==> config.mk <==
export PLATFORM = sky130hd
export DESIGN_NAME = teller_dispatch
export DESIGN_NICKNAME = d
export VERILOG_FILES = /design/src/rtl/teller_dispatch.sv
export SDC_FILE = /design/constraint.sdc
export NUM_CORES = 1
export LEC_CHECK = 0
export ABC_AREA = 1
export CAP_MARGIN = 20
export CORE_AREA = 10 10 67 69
export DETAILED_ROUTE_END_ITERATION = 10
export DIE_AREA = 0 0 77 79
export PLACE_DENSITY = 0.8
export SLEW_MARGIN = 40
export SYNTH_ARGS = -nofsm -noshare
export SYNTH_HDL_FRONTEND = slang
export SYNTH_SLANG_ARGS = --single-unit
==> constraint.sdc <==
create_clock -name clock -period 2.74 [get_ports clock]
set_input_delay 0.685 -clock clock [delete_from_list [all_inputs] [get_ports clock]]
set_output_delay 0.685 -clock clock [all_outputs]
set_load 0.01 [all_outputs]
==> src/rtl/teller_dispatch.sv <==
// Teller-side dispatcher: round-robin grants free tellers to waiting customers and
// emits an active-low leave strobe plus the ticket/teller being called.
module teller_dispatch #(
    parameter int N         = 3,
    parameter int PULSE_LEN = 2,
    parameter int GAP_LEN   = 4
) (
    input  logic         clock,
    input  logic         reset,
    input  logic [1:0]   Tcount,
    input  logic [2:0]   done_n,
    input  logic [N:0]   Pcount,
    input  logic         emptyFlag,
    output logic         leave_n,
    output logic         call_valid,
    output logic [1:0]   call_teller,
    output logic [N:0]   ticket,
    output logic [2:0]   busy,
    output logic [1:0]   dbg_state_o
);

    typedef enum logic [1:0] {
        IDLE  = 2'd0,
        PULSE = 2'd1,
        GAP   = 2'd2
    } state_t;

    localparam int CW = 8;

    state_t        state_q, state_d;
    logic [CW-1:0] cnt_q, cnt_d;
    logic [1:0]    rr_ptr_q, rr_ptr_d;
    logic [2:0]    busy_q, busy_d;
    logic [N:0]    ticket_q, ticket_d;
    logic [1:0]    call_teller_q, call_teller_d;
    logic          leave_n_q, leave_n_d;
    logic          call_valid_q, call_valid_d;

    logic [2:0]    done_s1_q, done_s2_q, done_prev_q;
    logic [2:0]    done_fall;
    logic [2:0]    active;
    logic [2:0]    free;
    logic          eligible;
    logic          grant;
    logic          grant_found;
    logic [1:0]    grant_idx;
    logic [2:0]    grant_mask;

    // Falling edge of the synchronized button, one cycle after it reaches sync2.
    assign done_fall = done_prev_q & ~done_s2_q;

    always_comb begin
        active = 3'b000;
        case (Tcount)
            2'd1:    active = 3'b001;
            2'd2:    active = 3'b011;
            2'd3:    active = 3'b111;
            default: active = 3'b000;
        endcase
    end

    assign free     = active & ~busy_q;
    assign eligible = (|free) & ~emptyFlag & (Pcount != '0);

    // Rotate the free mask so bit 0 is the teller at rr_ptr, then take the lowest set bit.
    always_comb begin
        logic [2:0] rot;
        rot = 3'b000;
        grant_found = 1'b0;
        grant_idx   = 2'd0;
        case (rr_ptr_q)
            2'd1:    rot = {free[0], free[2], free[1]};
            2'd2:    rot = {free[1], free[0], free[2]};
            default: rot = free;
        endcase
        if (rot[0]) begin
            grant_found = 1'b1;
            grant_idx   = rr_ptr_q;
        end else if (rot[1]) begin
            grant_found = 1'b1;
            grant_idx   = (rr_ptr_q == 2'd2) ? 2'd0 : rr_ptr_q + 2'd1;
        end else if (rot[2]) begin
            grant_found = 1'b1;
            grant_idx   = (rr_ptr_q == 2'd0) ? 2'd2 : rr_ptr_q - 2'd1;
        end
    end

    always_comb begin
        state_d = state_q;
        cnt_d   = cnt_q;
        grant   = 1'b0;
        case (state_q)
            IDLE: begin
                if (eligible && grant_found) begin
                    grant   = 1'b1;
                    state_d = PULSE;
                    cnt_d   = '0;
                end
            end
            PULSE: begin
                if (cnt_q == CW'(PULSE_LEN - 1)) begin
                    state_d = GAP;
                    cnt_d   = '0;
                end else begin
                    cnt_d = cnt_q + 1'b1;
                end
            end
            GAP: begin
                if (cnt_q == CW'(GAP_LEN - 1)) begin
                    state_d = IDLE;
                    cnt_d   = '0;
                end else begin
                    cnt_d = cnt_q + 1'b1;
                end
            end
            default: begin
                state_d = IDLE;
                cnt_d   = '0;
            end
        endcase
    end

    always_comb begin
        grant_mask    = grant ? (3'b001 << grant_idx) : 3'b000;
        busy_d        = ((busy_q & ~done_fall) | grant_mask) & active;
        ticket_d      = ticket_q;
        call_teller_d = call_teller_q;
        rr_ptr_d      = rr_ptr_q;
        if (grant) begin
            ticket_d      = ticket_q + 1'b1;
            call_teller_d = grant_idx;
            rr_ptr_d      = (grant_idx == 2'd2) ? 2'd0 : grant_idx + 2'd1;
        end
        // Strobes are registered from the next state so they are glitch-free and start on the grant edge.
        leave_n_d    = (state_d != PULSE);
        call_valid_d = (state_d == PULSE);
    end

    always_ff @(posedge clock or negedge reset) begin
        if (!reset) begin
            state_q       <= IDLE;
            cnt_q         <= '0;
            rr_ptr_q      <= 2'd0;
            busy_q        <= 3'b000;
            ticket_q      <= '0;
            call_teller_q <= 2'd0;
            leave_n_q     <= 1'b1;
            call_valid_q  <= 1'b0;
            done_s1_q     <= 3'b111;
            done_s2_q     <= 3'b111;
            done_prev_q   <= 3'b111;
        end else begin
            state_q       <= state_d;
            cnt_q         <= cnt_d;
            rr_ptr_q      <= rr_ptr_d;
            busy_q        <= busy_d;
            ticket_q      <= ticket_d;
            call_teller_q <= call_teller_d;
            leave_n_q     <= leave_n_d;
            call_valid_q  <= call_valid_d;
            done_s1_q     <= done_n;
            done_s2_q     <= done_s1_q;
            done_prev_q   <= done_s2_q;
        end
    end

    assign leave_n     = leave_n_q;
    assign call_valid  = call_valid_q;
    assign call_teller = call_teller_q;
    assign ticket      = ticket_q;
    assign busy        = busy_q;
    assign dbg_state_o = state_q;

endmodule

Yosys cells after proc, flatten, opt, wreduce, memory -nomap -nowiden:

Cells that the tools add are included.
W data, S select, Z words.

* shifts and indexed selects: 1
* reduce and logical (&&, ||, !) cells: 5
* add/sub/neg operators: 5
* muxes and demuxes: 22
* bitwise gates (word level): 11
* equal/unequal tests: 13

Operators with widths (number)
* $mux W8: 3
* $pmux W8 S3: 1
* $mux W2: 9
* $and A3 B3 Y3: 4
* $eq A2 B2 Y1 const B: 5
* $not A3 Y3: 3
* $pmux W3 S3: 1
* $add A8 B1 Y8 const B: 1
* $eq A2 B1 Y1 const B: 4
* $eq A8 B1 Y1 const B: 1
* $eq A8 B2 Y1 const B: 1
* $pmux W2 S3: 1
* $pmux W3 S2: 1
* $mux W1: 5
* $add A2 B1 Y2 const B: 2
* $add A4 B1 Y4 const B: 1
* $logic_not A2 Y1: 2
* $reduce_bool A4 Y1: 1
* $mux W3: 1
* $or A3 B3 Y3: 1
* $reduce_or A3 Y1: 1
* $shl A1 B2 Y3 const A: 1
* $and A1 B1 Y1: 2
* $ne A2 B1 Y1 const B: 1
* 4 further kinds: 4

* logic and storage cells: 68
* output and inout bits: 13
* flip-flop bits (word level): 32
* bits of input ports: 12

Logic depth before layout (Yosys ltp):

Gate-level depths: netlist of the first run.

* word-level depth: 13
* depth in mapped cells: 14
* gate-level depth less buffers: 14

Worst setup path after synthesis of the first run:

OpenSTA, ideal clock, no wires.

* path type: input to register
* start: input Tcount[1]
* end: register cnt_q[2]
* required time: 2621 ps
* cell stages on the path: 12
* setup time: 119 ps
* data arrival time: 1633 ps
* buffers on the path: 2
* path slack: 988 ps
* path through: buf_6 > inv_4 > nand2_4 > nand2_2 > nand2_2 > nand2_4 > nand3_4 > nand2_2 > nand2_2 > buf_6 > a21oi_1 > nor2_1

* longest elaborated chain between the ends: 9
* elaborated cells on any way between the ends: 14
* classes of those cells: 4 x eq/ne; 5 x mux; 3 x bitwise; 2 x reduce/logical

RTL lines
* start: declaration: line 10 `input logic [1:0] Tcount,`
* $eq A2 B2 Y1 / $eq A2 B1 Y1 (equally long branches): line 54 `case (Tcount)`
* $pmux W3 S3 (*): line 54
* $and A3 B3 Y3 (*): line 62 `assign free = active & ~busy_q;`
* $pmux W3 S2: line 71 `case (rr_ptr_q)`
* $mux W1: line 82 `end else if (rot[2]) begin`
* $mux W1: line 79 `end else if (rot[1]) begin`
* $mux W1: line 76 `if (rot[0]) begin`
* $logic_and A1 B1 Y1 (*): line 94 `if (eligible && grant_found) begin`
* $ne A2 B2 Y1 (no line) (*)
* end signal: assignment: line 154 `cnt_q <= cnt_d;`
* end: declaration: line 31 `logic [CW-1:0] cnt_q, cnt_d;`

Every way passes the cells marked *; elsewhere a longest branch is shown, timed or not.
A chain may end at the register's enable or synchronous reset.

Worst setup path after layout of the first run:

* start: input Tcount[1]
* end: register cnt_q[3]

Same word-level chain as after synthesis.

==> results of run 1 <==
==> cells by family after synthesis <==
family,count (synthesis)
buf+inv,38
xor+xnor,3
fa+ha+maj,11
flops,32
simple gates,102
compound gates,25
==> metal layers <==
metal	vias to the layer above	GRT usage	share of wire	wire length, um
met1	637	0.1488	0.47	1626
met5	-	0	0	0
li1	723	-	-	-
met2	17	0.2066	0.48	1650
met4	0	0.05292	0.012	42
met3	4	0.04279	0.034	118
==> sequential cells by signal, indices dropped and copies added (netlist names) <==
signal	count
call_teller	2
leave_n	1
dbg_state_o	2
done_s2_q	3
done_s1_q	3
cnt_q	8
done_prev_q	3
ticket	4
rr_ptr_q	2
call_valid	1
busy	3
==> final timing paths <==
check	endpoint	slack, ns	cells past startpoint
hold reg to reg	done_s2_q[0]	0.36	0
setup / recovery	cnt_q[3]	0.50	11
min in group asynchronous	rr_ptr_q[0]	0.73	2
hold / removal	done_s2_q[0]	0.36	0
max in group asynchronous	leave_n	1.68	2
setup reg to reg	cnt_q[3]	0.67	12
==> synthesized netlist by cell type (all sizes together) <==
library cell  instances  area, um^2
nand2b                1       6.260
dfstp                10       262.8
nand2                47       214.0
nor2                 25       96.35
inv                  36       137.6
nor2b                 1       8.760
xor2                  2       17.52
nand3                23       155.2
o21ai                12       67.57
buf                   2       22.52
nand3b                1       7.510
a21oi                13       83.84
ha                   11       137.6
dfrtp                22       550.5
xnor2                 1       8.760
nand4                 2       12.51
nor3                  2       10.01
==> through the flow <==
step	cells	setup WS, ns	area [um^2]	hold WS, ns
6_report	288	0.5015	2158	0.3552
3_5_place_dp	280	0.1723	2082	0.3470
3_3_place_gp	280	0.2650	2082	0.3453
5_1_grt	288	0.3197	2158	0.3646
2_1_floorplan	211	0.9880	1799	0.3452
4_1_cts	288	0.5258	2158	0.3614
==> report_power, final <==
part	total, uW	internal (uW)	switching, uW
Clock	350	191	159
Sequential	678	595	83.1
Combinational	1210	489	726
Total	2240	1280	968
==> cell type report <==
type	count	area, um^2	share of cell area
Multi-Input combinational cell	141	825.8	0.3826
Sequential cell	32	813.3	0.3768
Timing Repair Buffer	25	247.7	0.1148
Inverter	36	137.6	0.06377
Tap cell	46	57.56	0.02667
Clock buffer	6	41.29	0.01913
Clock inverter	2	35.03	0.01623
==> worst register-to-register path, cell delays in order, from the launching register on <==
cell	delay, ns
dfrtp_1	0.42
inv_1	0.11
ha_1	0.37
inv_1	0.12
nand2_1	0.13
nand2_4	0.12
nand3_4	0.08
nand2_2	0.07
nand2_2	0.15
inv_1	0.19
nor2_1	0.06
nor2_1	0.09
nor2_1	0.05
==> flow_summary.ini, run 1 <==
[status]
status = completed

[worst_setup_path]
cp_slowest_cell = clkdlybuf4s50_1
critical-path-top-delay-family = buffers and inverters
critPathMaxStageDelay_ns = 0.65
cp-end-kind = flip-flop
cp_data_arrival_time_ns = 2.51
crit_chain = clkdlybuf4s50_1 > nand3_1 > nand3_1 > nand2_1 > inv_1 > nand2_2 > nand2_2 > inv_1 > nor2_1 > nor2_1 > nor2_1
cp-startpoint = Tcount[1]
cp_max_fo = 12
cpMostUsedCell = nor2_1
r2r-start = rr_ptr_q[0]
critical_path_class = input pin to flip-flop
cp-start-kind = input pin
crit_required_ns = 3.01
cp.buffers_inverters = 3

[logic_synthesis]
syn_area_um2 = 1799
syn_nets = 234
synth_seq_cells = 32
synth-adder-area-share = 0.07650
synth_cell_type_count = 27
avgSynthCellArea_um2 = 8.527
yosysSeqAreaShare = 0.4520
synth-xor-area-share = 0.01460
synth_simple_gate_area_share = 0.2837
synth.area.mux_share = 0
synth-compound-area-share = 0.08414
syn_inst = 211
synth_top_family_by_area = simple AND/OR/NAND/NOR gates
yosysWarningCount = 0

[clock_tree]
cts_buffers = 5
cts_tree = built
root_buffer = clkbuf_4
ctsResizeCount = 0
clkLatencyLatePin_ns = 0.33
cts_buffer_depth = 2
cts_sinks = 32
cts_hold_buf = 0
post-cts-setup-buffer-count = 0
clkTransAtPathRegs_ns = 0.10
htreeDepth = 2

[worst_hold_path]
hold_path.startpoint = done_s1_q[0]
hold_path.class = flip-flop to flip-flop

[placed_design]
place_congestion = 0.8481
dp_hpwl_um = 2696
portBuffers = 24

[floorplanning]
dieArea_um2 = 6083
die_width_um = 77
core_area_um2 = 3232
initial_core_util = 0.5567
core.rowCount = 21
die_y_um = 79
ios = 25

[sta]
fin_skew_ns = 0.01284
rsz0062_at_grt = false
setup_viol = 0
tightestPinTransition_ns = 0.3859
hold_viol_final = 0
clock.fmax_mhz = 446.7
period_needed_ns = 2.238
fin_crit_sh = 0.8170
finalSetupTns_ns = 0
drv_slew = 0
max_slew_margin = 0.7427

[routing]
dr.pass1.iters = 4
drt_iter0_drc = 60
dr_total_vias = 1381
drc_errors = 0
ant_nets = 0
wirelength_um = 3437
wl_per_cell_um = 11.93
viasPerCell = 4.795

[final_layout]
drive_gt1_frac = 0.1736
utilization = 0.6678
syn_to_final_growth_pct = 19.96
fillers = 260
layout_commonest_cell = nand2_1
final_cell_mix = nand2_1, inv_1, nor2_1, clkdlybuf4s50_1, dfrtp_1
antenna_cells = 0
fin_nets = 264

[global_routing]
grt_max_degree = 33
antenna_found_initial = 0
overflow = 0
grt_use_total = 0.1261
grt_pass1_wl_um = 6320
grt_pass1_vias = 1430

[pwr]
leakagePower_uw = 0.001032
cellPowerDensity_nw_per_um2 = 1039
peakVddDrop_mv = 0.4693
totalPowerFinal_uw = 2243

[run]
maxCapViolations = 0
No activity file was read; power rests on OpenSTA's default activity.
==> run 2: changes to the inputs <==
--- a/config.mk
+++ b/config.mk
@@ -7,10 +7,10 @@
 export LEC_CHECK = 0
 export ABC_AREA = 1
 export CAP_MARGIN = 20
-export CORE_AREA = 10 10 67 69
+export CORE_AREA = 10 10 69 71
 export DETAILED_ROUTE_END_ITERATION = 10
-export DIE_AREA = 0 0 77 79
-export PLACE_DENSITY = 0.8
+export DIE_AREA = 0 0 79 81
+export PLACE_DENSITY = 0.75
 export SLEW_MARGIN = 40
 export SYNTH_ARGS = -nofsm -noshare
 export SYNTH_HDL_FRONTEND = slang
==> constraint.sdc (replaced) <==
create_clock -name clock -period 2.1 [get_ports clock]
set_input_delay 0.525 -clock clock [delete_from_list [all_inputs] [get_ports clock]]
set_output_delay 0.525 -clock clock [all_outputs]
set_load 0.01 [all_outputs]
==> run 2 against run 1 <==
Against the previous run: die area up 5.2%; hold slack better by 0.0065 ns; clock-buffer cell count unchanged; critical path depth up 1; global-route usage down 0.64 points; final area up 4.0%; critical endpoint is now rr_ptr_q[0].
==> flow_summary.ini, run 2 (same netlist as run 1, synthesis figures left out) <==
[status]
status = completed

[sta]
finalSetupTns_ns = 0
tightestPinTransition_ns = 0.3832
hold_viol_final = 0
clock.fmax_mhz = 503.7
period_needed_ns = 1.985
max_slew_margin = 0.7445
fin_skew_ns = 0.01178
rsz0062_at_grt = false
fin_hold_ws_ns = 0.3617
fin_crit_sh = 0.9453
drv_slew = 0
setup_viol = 0

[placed_design]
place_congestion = 0.8477
postPlaceCellArea_um2 = 2160
dp_hpwl_um = 2686
place_inst = 292
portBuffers = 24

[routing]
viasPerCell = 4.787
dr.pass1.iters = 5
dr_total_vias = 1436
wl_per_cell_um = 11.43
ant_nets = 0
wirelength_um = 3428
drt_iter0_drc = 50
drc_errors = 0

[floorplanning]
dieArea_um2 = 6399
core_area_um2 = 3523
core.rowCount = 22
die_y_um = 81
die_width_um = 79
ios = 25
initial_core_util = 0.5107

[worst_setup_path]
cp-end-kind = flip-flop
crit_required_ns = 2.32
rrSetupSlack_ns = 0.11
critical-path-top-delay-family = simple AND/OR/NAND/NOR gates
cp_max_fo = 4
crit_chain = inv_1 > ha_1 > inv_1 > nand2_1 > nand2_4 > buf_4 > inv_1 > nand2_1 > nand3_1 > nand2_1 > nand2_1 > o21ai_0
cp_slowest_cell = dfrtp_1
r2r-start = rr_ptr_q[0]
cpMostUsedCell = nand2_1
cp.buffers_inverters = 4
critPathMaxStageDelay_ns = 0.42
critical_path_class = flip-flop to flip-flop
cp-start-kind = flip-flop
r2r_cells = 12
cp_data_arrival_time_ns = 2.21
r2r-end = rr_ptr_q[0]

[final_layout]
regMostFlops = cnt_q
fillers = 325
seqCellArea_um2 = 813.3
final_cell_mix = nand2_1, inv_1, nor2_1, clkdlybuf4s50_1, dfrtp_1
design_area_um2 = 2245
stdcell_count = 300
drive_gt1_frac = 0.2143
fin_nets = 274
multi_input_area_um2 = 834.6
syn_to_final_growth_pct = 24.76
antenna_cells = 0
layout_commonest_cell = nand2_1
largest_reg_flops = 8

[global_routing]
gr-usage-met3 = 0.04525
overflow = 0
grt_pass1_wl_um = 6106
met1_usage = 0.1345
top_usage_layer = met2
grt_use_total = 0.1197
antenna_found_initial = 0
grt_util_met2 = 0.1925
grt_pass1_vias = 1451
grt_max_degree = 33

[worst_hold_path]
hold_path.startpoint = done_s1_q[2]
worst_hold_path.num_cells = 0
min_to = done_s2_q[2]
hold_path.class = flip-flop to flip-flop

[clock_tree]
root_buffer = clkbuf_4
clkLatencyLatePin_ns = 0.34
cts_sinks = 32
cts_buffers = 5
htreeDepth = 2
clkTransAtPathRegs_ns = 0.10
cts_hold_buf = 0
cts_buffer_depth = 2
cts_tree = built

[pwr]
peakVddDrop_mv = 0.7182
cellPowerDensity_nw_per_um2 = 1377
leakagePower_uw = 0.001082

[run]
maxCapViolations = 0
## run 2: final cells by class
| cell class | instances | area share |
|---|---|---|
| Tap cell | 48 | 0.02676 |
| Clock inverter | 2 | 0.01561 |
| Clock buffer | 6 | 0.01839 |
| Sequential cell | 32 | 0.3623 |
| Multi-Input combinational cell | 141 | 0.3718 |
| Timing Repair Buffer | 35 | 0.1438 |
| Inverter | 36 | 0.06132 |
## run 2: report_power, final
group	internal, uW	total (uW)	switching (uW)
clock	249	461	212
combinational	762	1740	982
sequential	777	887	110
total	1790	3090	1300
## run 2: timing repair
action / 4_1_cts / 5_1_grt
setup buffers: 0 / 0
setup endpoints to repair: 0 / 5
gates resized for setup: 0 / 3
## run 2: worst reg2reg max path: stages (launching register included)
cell,delay (ns)
dfrtp_1,0.42
inv_1,0.11
ha_1,0.38
inv_1,0.10
nand2_1,0.15
nand2_4,0.08
buf_4,0.14
inv_1,0.06
nand2_1,0.05
nand3_1,0.07
nand2_1,0.10
nand2_1,0.11
o21ai_0,0.10
## run 2: routing by layer
layer | vias up | routed length, um
li1 | 744 | -
met1 | 653 | 1553
met2 | 30 | 1635
met3 | 9 | 164
met4 | 0 | 74
met5 | - | 0
## run 2: worst max-delay path by stage
stage | startpoint | to | cells past startpoint
after global routing | rr_ptr_q[0] | busy[1] | 11
after CTS | rr_ptr_q[0] | cnt_q[4] | 12
after detailed placement | Tcount[1] | cnt_q[4] | 14
after global placement | Tcount[1] | cnt_q[3] | 14
after floorplan | rr_ptr_q[0] | cnt_q[2] | 11
final | rr_ptr_q[0] | rr_ptr_q[0] | 12
## run 2: stage by stage
stage,worst slack (ns),power (uW),utilization
final,0.1148,3092,0.6371
after global routing,0.002718,3377,0.6371
after CTS,0.06673,3105,0.6346
after detailed placement,-0.1735,2616,0.6129
after global placement,-0.1262,2582,0.6129
after floorplan,0.3746,2042,-
